==> config.mk <==
export PLATFORM = sky130hd
export DESIGN_NAME = fft_state2_flat
export DESIGN_NICKNAME = d
export VERILOG_FILES = /design/src/rtl/fft_state2_if.sv /design/src/rtl/fft_state2.sv /design/src/flat_wrapper.sv
export SDC_FILE = /design/constraint.sdc
export NUM_CORES = 1
export LEC_CHECK = 0
export CAP_MARGIN = 15
export CORE_ASPECT_RATIO = 0.6
export CORE_UTILIZATION = 55
export CTS_BUF_LIST = sky130_fd_sc_hd__clkbuf_8
export DETAILED_ROUTE_END_ITERATION = 10
export PLACE_DENSITY = 0.73
export SYNTH_ARGS = -nofsm -noshare
export SYNTH_HDL_FRONTEND = slang
export SYNTH_SLANG_ARGS = --single-unit
export TNS_END_PERCENT = 100
==> constraint.sdc <==
create_clock -name clk -period 27.1 [get_ports clk]
set_clock_uncertainty 0.2 [all_clocks]
set_input_delay 5.42 -clock clk [delete_from_list [all_inputs] [get_ports clk]]
set_output_delay 5.42 -clock clk [all_outputs]
set_load 0.02 [all_outputs]
==> src/rtl/fft_state2_if.sv <==
// Stream bundle between fft_state1 and fft_state2: two complex input lanes in,
// two complex butterfly lanes plus half/index tags out.
interface fft_state2_if #(
   parameter int WIDTH = 9
);
   logic                    in_valid;
   logic signed [WIDTH-1:0] in_up_re;
   logic signed [WIDTH-1:0] in_up_im;
   logic signed [WIDTH-1:0] in_l_re;
   logic signed [WIDTH-1:0] in_l_im;

   logic                    out_valid;
   logic                    out_half;
   logic [2:0]              out_idx;
   logic signed [WIDTH-1:0] out_up_re;
   logic signed [WIDTH-1:0] out_up_im;
   logic signed [WIDTH-1:0] out_l_re;
   logic signed [WIDTH-1:0] out_l_im;

   modport master (
      output in_valid, in_up_re, in_up_im, in_l_re, in_l_im,
      input  out_valid, out_half, out_idx,
      input  out_up_re, out_up_im, out_l_re, out_l_im
   );

   modport slave (
      input  in_valid, in_up_re, in_up_im, in_l_re, in_l_im,
      output out_valid, out_half, out_idx,
      output out_up_re, out_up_im, out_l_re, out_l_im
   );
endinterface

==> src/rtl/fft_state2.sv <==
// Second stage of the 32-point radix-2 DIF MDC FFT: commutator, two 8-deep
// delay lines, one butterfly and a W16 twiddle multiply shared by both streams.
module fft_state2 #(
   parameter int WIDTH    = 9,
   parameter int TW_WIDTH = 9
) (
   input  logic         clk,
   input  logic         rst_n,
   fft_state2_if.slave  bus
);
   localparam int D    = 8;
   localparam int XW   = WIDTH + 1;
   localparam int PW   = XW + TW_WIDTH + 1;
   localparam int FRAC = TW_WIDTH - 2;

   typedef enum logic {ST_FILL, ST_RUN} state_t;

   state_t     state_q, state_d;
   logic [3:0] cnt_q, cnt_d;
   logic       primed;

   logic signed [WIDTH-1:0] dl_re_q [D];
   logic signed [WIDTH-1:0] dl_im_q [D];
   logic signed [WIDTH-1:0] du_re_q [D];
   logic signed [WIDTH-1:0] du_im_q [D];

   logic signed [WIDTH-1:0] br_re, br_im;
   logic signed [WIDTH-1:0] bl_re, bl_im;
   logic signed [WIDTH-1:0] bu_re, bu_im;

   logic signed [XW-1:0] u_re_x, u_im_x, l_re_x, l_im_x;
   logic signed [XW-1:0] sum_re, sum_im, diff_re, diff_im;

   logic signed [TW_WIDTH-1:0] w_re, w_im;
   logic signed [PW-1:0]       mul_re, mul_im;

   logic                    out_valid_q, out_half_q;
   logic [2:0]              out_idx_q;
   logic signed [WIDTH-1:0] out_up_re_q, out_up_im_q, out_l_re_q, out_l_im_q;

   always_ff @(posedge clk or negedge rst_n) begin
      if (!rst_n) begin
         state_q <= ST_FILL;
         cnt_q   <= '0;
      end else begin
         state_q <= state_d;
         cnt_q   <= cnt_d;
      end
   end

   // The beat with cnt=8 is already primed even though the state flips after it.
   always_comb begin
      state_d = state_q;
      cnt_d   = cnt_q;
      primed  = (state_q == ST_RUN) || (cnt_q == 4'd8);
      if (bus.in_valid) begin
         cnt_d = cnt_q + 4'd1;
         if (cnt_q == 4'd8) begin
            state_d = ST_RUN;
         end
      end
   end

   always_comb begin
      bu_re = du_re_q[D-1];
      bu_im = du_im_q[D-1];
      if (cnt_q[3]) begin
         br_re = dl_re_q[D-1];
         br_im = dl_im_q[D-1];
         bl_re = bus.in_up_re;
         bl_im = bus.in_up_im;
      end else begin
         br_re = bus.in_up_re;
         br_im = bus.in_up_im;
         bl_re = dl_re_q[D-1];
         bl_im = dl_im_q[D-1];
      end
   end

   always_ff @(posedge clk or negedge rst_n) begin
      if (!rst_n) begin
         for (int unsigned i = 0; i < D; i++) begin
            dl_re_q[i] <= '0;
            dl_im_q[i] <= '0;
            du_re_q[i] <= '0;
            du_im_q[i] <= '0;
         end
      end else if (bus.in_valid) begin
         dl_re_q[0] <= bus.in_l_re;
         dl_im_q[0] <= bus.in_l_im;
         du_re_q[0] <= br_re;
         du_im_q[0] <= br_im;
         for (int unsigned i = 1; i < D; i++) begin
            dl_re_q[i] <= dl_re_q[i-1];
            dl_im_q[i] <= dl_im_q[i-1];
            du_re_q[i] <= du_re_q[i-1];
            du_im_q[i] <= du_im_q[i-1];
         end
      end
   end

   assign u_re_x  = {bu_re[WIDTH-1], bu_re};
   assign u_im_x  = {bu_im[WIDTH-1], bu_im};
   assign l_re_x  = {bl_re[WIDTH-1], bl_re};
   assign l_im_x  = {bl_im[WIDTH-1], bl_im};
   assign sum_re  = u_re_x + l_re_x;
   assign sum_im  = u_im_x + l_im_x;
   assign diff_re = u_re_x - l_re_x;
   assign diff_im = u_im_x - l_im_x;

   // W16^n in Q1.7, n taken from the low counter bits of the current beat.
   always_comb begin
      w_re = TW_WIDTH'(128);
      w_im = TW_WIDTH'(0);
      case (cnt_q[2:0])
         3'd0: begin w_re = TW_WIDTH'(128);  w_im = TW_WIDTH'(0);    end
         3'd1: begin w_re = TW_WIDTH'(118);  w_im = TW_WIDTH'(-49);  end
         3'd2: begin w_re = TW_WIDTH'(91);   w_im = TW_WIDTH'(-91);  end
         3'd3: begin w_re = TW_WIDTH'(49);   w_im = TW_WIDTH'(-118); end
         3'd4: begin w_re = TW_WIDTH'(0);    w_im = TW_WIDTH'(-128); end
         3'd5: begin w_re = TW_WIDTH'(-49);  w_im = TW_WIDTH'(-118); end
         3'd6: begin w_re = TW_WIDTH'(-91);  w_im = TW_WIDTH'(-91);  end
         3'd7: begin w_re = TW_WIDTH'(-118); w_im = TW_WIDTH'(-49);  end
         default: begin w_re = TW_WIDTH'(128); w_im = TW_WIDTH'(0);  end
      endcase
   end

   assign mul_re = PW'(diff_re) * PW'(w_re) - PW'(diff_im) * PW'(w_im);
   assign mul_im = PW'(diff_re) * PW'(w_im) + PW'(diff_im) * PW'(w_re);

   // Slicing at FRAC is the floor shift; bits above the window wrap away.
   logic unused_bits;
   assign unused_bits = ^{sum_re[WIDTH], sum_im[WIDTH],
                          mul_re[PW-1:FRAC+WIDTH], mul_re[FRAC-1:0],
                          mul_im[PW-1:FRAC+WIDTH], mul_im[FRAC-1:0]};

   always_ff @(posedge clk or negedge rst_n) begin
      if (!rst_n) begin
         out_valid_q <= 1'b0;
         out_half_q  <= 1'b0;
         out_idx_q   <= '0;
         out_up_re_q <= '0;
         out_up_im_q <= '0;
         out_l_re_q  <= '0;
         out_l_im_q  <= '0;
      end else if (bus.in_valid) begin
         out_valid_q <= primed;
         out_half_q  <= ~cnt_q[3];
         out_idx_q   <= cnt_q[2:0];
         out_up_re_q <= sum_re[WIDTH-1:0];
         out_up_im_q <= sum_im[WIDTH-1:0];
         out_l_re_q  <= mul_re[FRAC +: WIDTH];
         out_l_im_q  <= mul_im[FRAC +: WIDTH];
      end else begin
         out_valid_q <= 1'b0;
      end
   end

   assign bus.out_valid = out_valid_q;
   assign bus.out_half  = out_half_q;
   assign bus.out_idx   = out_idx_q;
   assign bus.out_up_re = out_up_re_q;
   assign bus.out_up_im = out_up_im_q;
   assign bus.out_l_re  = out_l_re_q;
   assign bus.out_l_im  = out_l_im_q;
endmodule

==> src/flat_wrapper.sv <==
// flat-port wrapper written by rule: the top's interface ports become plain ports
module fft_state2_flat 
#(
   parameter int WIDTH    = 9,
   parameter int TW_WIDTH = 9
)
  (clk, rst_n, bus_in_valid, bus_in_up_re, bus_in_up_im, bus_in_l_re, bus_in_l_im, bus_out_valid, bus_out_half, bus_out_idx, bus_out_up_re, bus_out_up_im, bus_out_l_re, bus_out_l_im);
  fft_state2_if #(.WIDTH(WIDTH)) bus_i ();
  input  logic clk;
  input  logic rst_n;
  input wire logic [$bits(bus_i.in_valid)-1:0] bus_in_valid;
  input wire logic [$bits(bus_i.in_up_re)-1:0] bus_in_up_re;
  input wire logic [$bits(bus_i.in_up_im)-1:0] bus_in_up_im;
  input wire logic [$bits(bus_i.in_l_re)-1:0] bus_in_l_re;
  input wire logic [$bits(bus_i.in_l_im)-1:0] bus_in_l_im;
  output wire logic [$bits(bus_i.out_valid)-1:0] bus_out_valid;
  output wire logic [$bits(bus_i.out_half)-1:0] bus_out_half;
  output wire logic [$bits(bus_i.out_idx)-1:0] bus_out_idx;
  output wire logic [$bits(bus_i.out_up_re)-1:0] bus_out_up_re;
  output wire logic [$bits(bus_i.out_up_im)-1:0] bus_out_up_im;
  output wire logic [$bits(bus_i.out_l_re)-1:0] bus_out_l_re;
  output wire logic [$bits(bus_i.out_l_im)-1:0] bus_out_l_im;
  assign bus_i.in_valid = bus_in_valid;
  assign bus_i.in_up_re = bus_in_up_re;
  assign bus_i.in_up_im = bus_in_up_im;
  assign bus_i.in_l_re = bus_in_l_re;
  assign bus_i.in_l_im = bus_in_l_im;
  assign bus_out_valid = bus_i.out_valid;
  assign bus_out_half = bus_i.out_half;
  assign bus_out_idx = bus_i.out_idx;
  assign bus_out_up_re = bus_i.out_up_re;
  assign bus_out_up_im = bus_i.out_up_im;
  assign bus_out_l_re = bus_i.out_l_re;
  assign bus_out_l_im = bus_i.out_l_im;
  fft_state2 #(.WIDTH(WIDTH), .TW_WIDTH(TW_WIDTH)) u_core (.clk(clk), .rst_n(rst_n), .bus(bus_i));
endmodule
=== Yosys cells after proc, flatten, opt, wreduce, memory -nomap -nowiden ===
Memory sizes are Yosys's and may differ from the RTL's.
Index checks and enable logic that the tools add are counted.

* Multipliers: 4
* Bitwise operators: 1
* Reduce and logical (&&, ||, !) cells: 2
* Add/sub/neg operators: 7
* Equality and inequality tests: 1
* Mux-type cells: 5

{| class="wikitable"
|+ Operator list
! kind !! count
|-
| multiplier 10 x 9 -> 16 bit || 4
|-
| two-way mux 9 bit || 4
|-
| subtractor 9 x 9 -> 10 bit || 2
|-
| adder 9 bit || 2
|-
| adder 16 bit || 1
|-
| subtractor 16 bit || 1
|-
| adder 4 x 1 -> 4 bit (second input constant) || 1
|-
| == test 4 bit (second input constant) || 1
|-
| AND reduction 2 bit || 1
|-
| logical OR 1 bit || 1
|-
| two-way mux 1 bit || 1
|-
| NOT 1 bit || 1
|}

* Bits in read-only memories: 136
* Input port bits: 39
* Memories kept: 1
* Word-level logic and storage cells: 62
* Register bits: 334

{| class="wikitable"
|+ Memory list
! name !! depth !! bits a word !! rd ports !! clocked after Yosys merged registers in !! wr ports !! line !! source
|-
| (no name shown) || 8 || 17 || 1 || 0 || 0 || fft_state2.sv:115 || <nowiki>case (cnt_q[2:0])</nowiki>
|}

=== Logic depth before layout (Yosys ltp) ===
* Word-level depth: 4
* Gate-level depth with buffers: 36
* Gate-level depth less buffers: 33

=== Worst setup path before layout ===
No wires, ideal clock.

* Kind: in2reg
* From: input port bus_in_up_im[0]
* To: register u_core.out_l_re_q[8] (netlist: u_core.bus.out_l_re[8])
* Arrival time: 12.732 ns
* Library setup time: 0.135 ns
* Stages: 28
* Setup slack: 14.034 ns
* Data required time: 26.765 ns
* Buffers on the path: 1
* Cell sequence: mux2_2 > ha_1 > fa_1 > nor2b_1 > o2111ai_1 > a41oi_1 > nor2_1 > xnor2_1 > clkbuf_1 > nand2_1 > fa_1 > inv_1 > fa_1 > fa_1 > fa_1 > fa_1 > fa_1 > fa_1 > inv_1 > ha_1 > a21oi_1 > o211ai_1 > nor2_1 > a21oi_1 > o41ai_1 > xnor3_1 > xnor2_1 > a21oi_1

* Longest elaborated chain between the ends: 4

{| class="wikitable"
|+ Ends and longest elaborated chain
! element !! line !! source
|-
| from (decl) || flat_wrapper.sv:13 || <nowiki>input wire logic [$bits(bus_i.in_up_im)-1:0] bus_in_up_im;</nowiki>
|-
| two-way mux 9 bit || fft_state2.sv:67 || <nowiki>if (cnt_q[3]) begin</nowiki>
|-
| subtractor 9 x 9 -> 10 bit || fft_state2.sv:109 || <nowiki>assign diff_im = u_im_x - l_im_x;</nowiki>
|-
| multiplier 10 x 9 -> 16 bit || fft_state2.sv:128 || <nowiki>assign mul_re = PW'(diff_re) * PW'(w_re) - PW'(diff_im) * PW'(w_im);</nowiki>
|-
| subtractor 16 bit || fft_state2.sv:128 ||
|-
| to (signal assigned) || fft_state2.sv:152 || <nowiki>out_l_re_q <= mul_re[FRAC +: WIDTH];</nowiki>
|-
| to (decl) || fft_state2.sv:39 || <nowiki>logic signed [WIDTH-1:0] out_up_re_q, out_up_im_q, out_l_re_q, out_l_im_q;</nowiki>
|}

No other way between the ends.
A chain may end at the register's enable or synchronous reset.

=== Worst setup path in the final report ===
Ends and elaborated chain as after synthesis.

==> results.yml <==
status:
  status: "completed"
clocking:
  cts-hold-fix-buffers: 0
  clk_pin_slew_ns: 0.07
  cts_tree: "done"
  cts_root_buf: "clkbuf_8"
  cts_made_buffers: 50
  cts_resized: 0
  clk_path_buf_depth: 3
  htreeDepth: 2
  postCtsSetupBuffers: 0
  clock-sinks: 334
  clock_latency_ns: 0.63
logic_synthesis:
  synth_top_area_cell: "dfrtp_1"
  yosys-top-cells-area: "dfrtp_1 33%, fa_1 22%, mux2_2 13%, ha_1 9.6%, inv_1 5.7%"
  synth_top_cell_area_share: 0.329
  synth_cells: 2267
  post_synth.cell_area_avg_um2: 11.2
  seq_area_frac_synth: 0.329
  yosys_warnings: 0
  ys_types: 56
  ys_async_sr_fraction: 1.00
  synth_ff_type: "dfrtp_1"
  synth_seq_cells: 334
  synthesis.nets: 2775
  synth-edff-count: 0
  netlist_area_mm2: 0.0254
setup_path:
  crit_fanout: 9
  crit_start: "bus_in_up_im[0]"
  cp.required_ns: 27.36
  cp.arrival_ns: 14.05
  reg2reg_from: "u_core.cnt_q[3]"
  crit_path_start_kind: "primary input"
  critPathCaptureType: "flip-flop"
  crit_type: "primary input to flip-flop"
timing:
  slew_violations: 0
  hold_viol: 0
  slew_headroom: 0.166
  grt_setup_unrepaired: "false"
  fin_crit_ns: 13.79
  worst_pin_slew_ns: 1.24
  period_share: 0.509
  setup_viol: 0
  max_freq_mhz: 72.5
  fin_tns_setup_ns: 0
final_layout:
  fin_area_mm2: 0.0280
  drive_gt1_frac: 0.176
  post-route-util: 0.619
  area_growth_pct: 10.3
  final_nets: 2849
  n_antenna_cell: 0
placed_design:
  place.gp.congestion: 0.960
  post-dp-hpwl_um: 44200
  place_area_mm2: 0.0269
  port_buffers: 79
die:
  start_util: 0.562
  die_h_um: 168
  io_pins: 80
  std_cell_rows: 60
  chipWidth_um: 279
  dieArea_mm2: 0.0470
  core_mm2: 0.0452
route:
  detail_route.wl_per_cell_um: 19.0
  drt-initial-drc-count: 1027
  vias: 15793
  via_per_inst: 5.26
  ant_nets: 0
  wirelength_um: 57100
  drt-pass1-iter-count: 5
  drc: 0
min_path:
  worst_hold_path_type: "flip-flop to flip-flop"
  worstHoldStart: "u_core.state_q"
grt:
  gr-usage-met1: 0.387
  grt_pass1_wl_um: 94000
  met3_usage: 0.0637
  grtUsageMet2: 0.381
  grt_max_degree: 143
  antenna_found_initial: 1
  busiest_layer: "met1"
  first_global_vias: 17068
  globalRouteOverflowTotal: 0
  grt.total_usage: 0.258
flow_run:
  drv_cap: 0
routing by layer:
metal,vias up,share of wire
li1,7276,-
met1,8024,0.48
met2,412,0.43
met3,81,0.077
met4,0,0.017
met5,-,0
placed cells by master (no fill, tap or decap), drive strengths merged, types with 15 or more instances in the layout:
| cell | n |
|---|---|
| xnor2 | 94 |
| buf | 36 |
| nand2 | 139 |
| o21ai | 23 |
| dfrtp | 334 |
| fa | 275 |
| a21oi | 69 |
| mux2i | 40 |
| ha | 194 |
| clkbuf | 63 |
| inv | 401 |
| and2 | 28 |
| clkdlybuf4s50 | 77 |
| mux2 | 285 |
| nor2 | 194 |
| nand2b | 22 |
| xor2 | 15 |
layout make-up:
type | count | area (um^2)
fill | 3674 | 17200
clock inverter | 28 | 228
clock buffer | 63 | 867
sequential | 334 | 8360
inverter | 387 | 1450
multi-input combinational | 1455 | 15200
timing repair buffer | 113 | 1080
tap | 620 | 776
logic make-up after synthesis:
kind of cell,Yosys count,synth area share
XOR/XNOR,111,0.0412
buffers and inverters,478,0.0714
flip-flops,334,0.329
AO/OA/AOI/OAI,131,0.0322
multiplexers,325,0.142
AND/OR/NAND/NOR,419,0.0711
adder cells (fa/ha/maj),469,0.313
per-stage QoR:
stage,setup slack [ns],std cells,hold WS (ns)
after floorplan,14.03,2267,0.227
final,13.31,3000,0.257
after CTS,13.42,2999,0.266
after global placement,12.94,2908,0.243
after detailed placement,12.74,2908,0.250
after global routing,13.02,3000,0.290
critical path, stage by stage:
cell and delay (ns):
clkdlybuf4s50_1 0.41, mux2_2 0.29, ha_1 0.23, fa_1 0.46, nor2b_1 0.18, o2111ai_1 0.14
and3_1 0.24, xnor2_1 0.73, nand2_1 0.38, inv_1 0.18, fa_1 0.45, fa_1 0.50
fa_1 0.56, fa_1 0.42, fa_1 0.51, fa_1 0.43, fa_1 0.51, inv_1 0.04
ha_1 0.33, a21oi_1 0.14, o211ai_1 0.11, nor2_1 0.19, a21oi_1 0.14, o41ai_1 0.39
xnor3_1 0.40, xnor2_1 0.16, a21oi_1 0.08
sequential cells by signal, summed over array words and instances, names as in the netlist, 3 cells and up:
name	flops
u_core.bus.out_up_re	9
u_core.bus.out_l_re	9
u_core.bus.out_idx	3
u_core.cnt_q	4
u_core.du_im_q	63
u_core.du_re_q	63
u_core.bu_im	9
u_core.dl_im_q	72
u_core.bus.out_l_im	9
u_core.bus.out_up_im	9
u_core.dl_re_q	72
u_core.bu_re	9
path summary, 6_finish.rpt:
kind / to / slack [ns] / cells past startpoint
setup / recovery: u_core.bus.out_l_re[8] / 13.31 / 27
hold / removal: u_core.state_q / 0.26 / 1
setup reg to reg: u_core.bus.out_l_re[8] / 17.44 / 31
hold reg to reg: u_core.state_q / 0.26 / 1
max in group asynchronous: u_core.du_re_q[38] / 19.24 / 5
min in group asynchronous: u_core.dl_im_q[66] / 4.67 / 1
synth_stat cells, types with 2 or more instances:
master     count
nand2_1      139
ha_1         194
xnor2_1       93
a31oi_1        2
xor2_1        13
nand2b_1      22
buf_1          5
o21ai_0       21
mux2_2       285
and2_1        28
nor3_1         6
a21o_1         4
nand3_1        5
mux2i_1       40
buf_2          8
dfrtp_1      334
o21a_1         6
o2111ai_1      2
and3_1         3
o21ai_1        2
xnor3_1        2
a21oi_1       67
or2_2          4
o21bai_1       9
nor2_1       194
a22oi_1        2
o211ai_1       4
fa_1         275
inv_1        385
clkbuf_1      77
nor2b_1       11
Power is not shown: default switching activity piles up to over one toggle a cycle in this logic, so the estimate is an artifact.
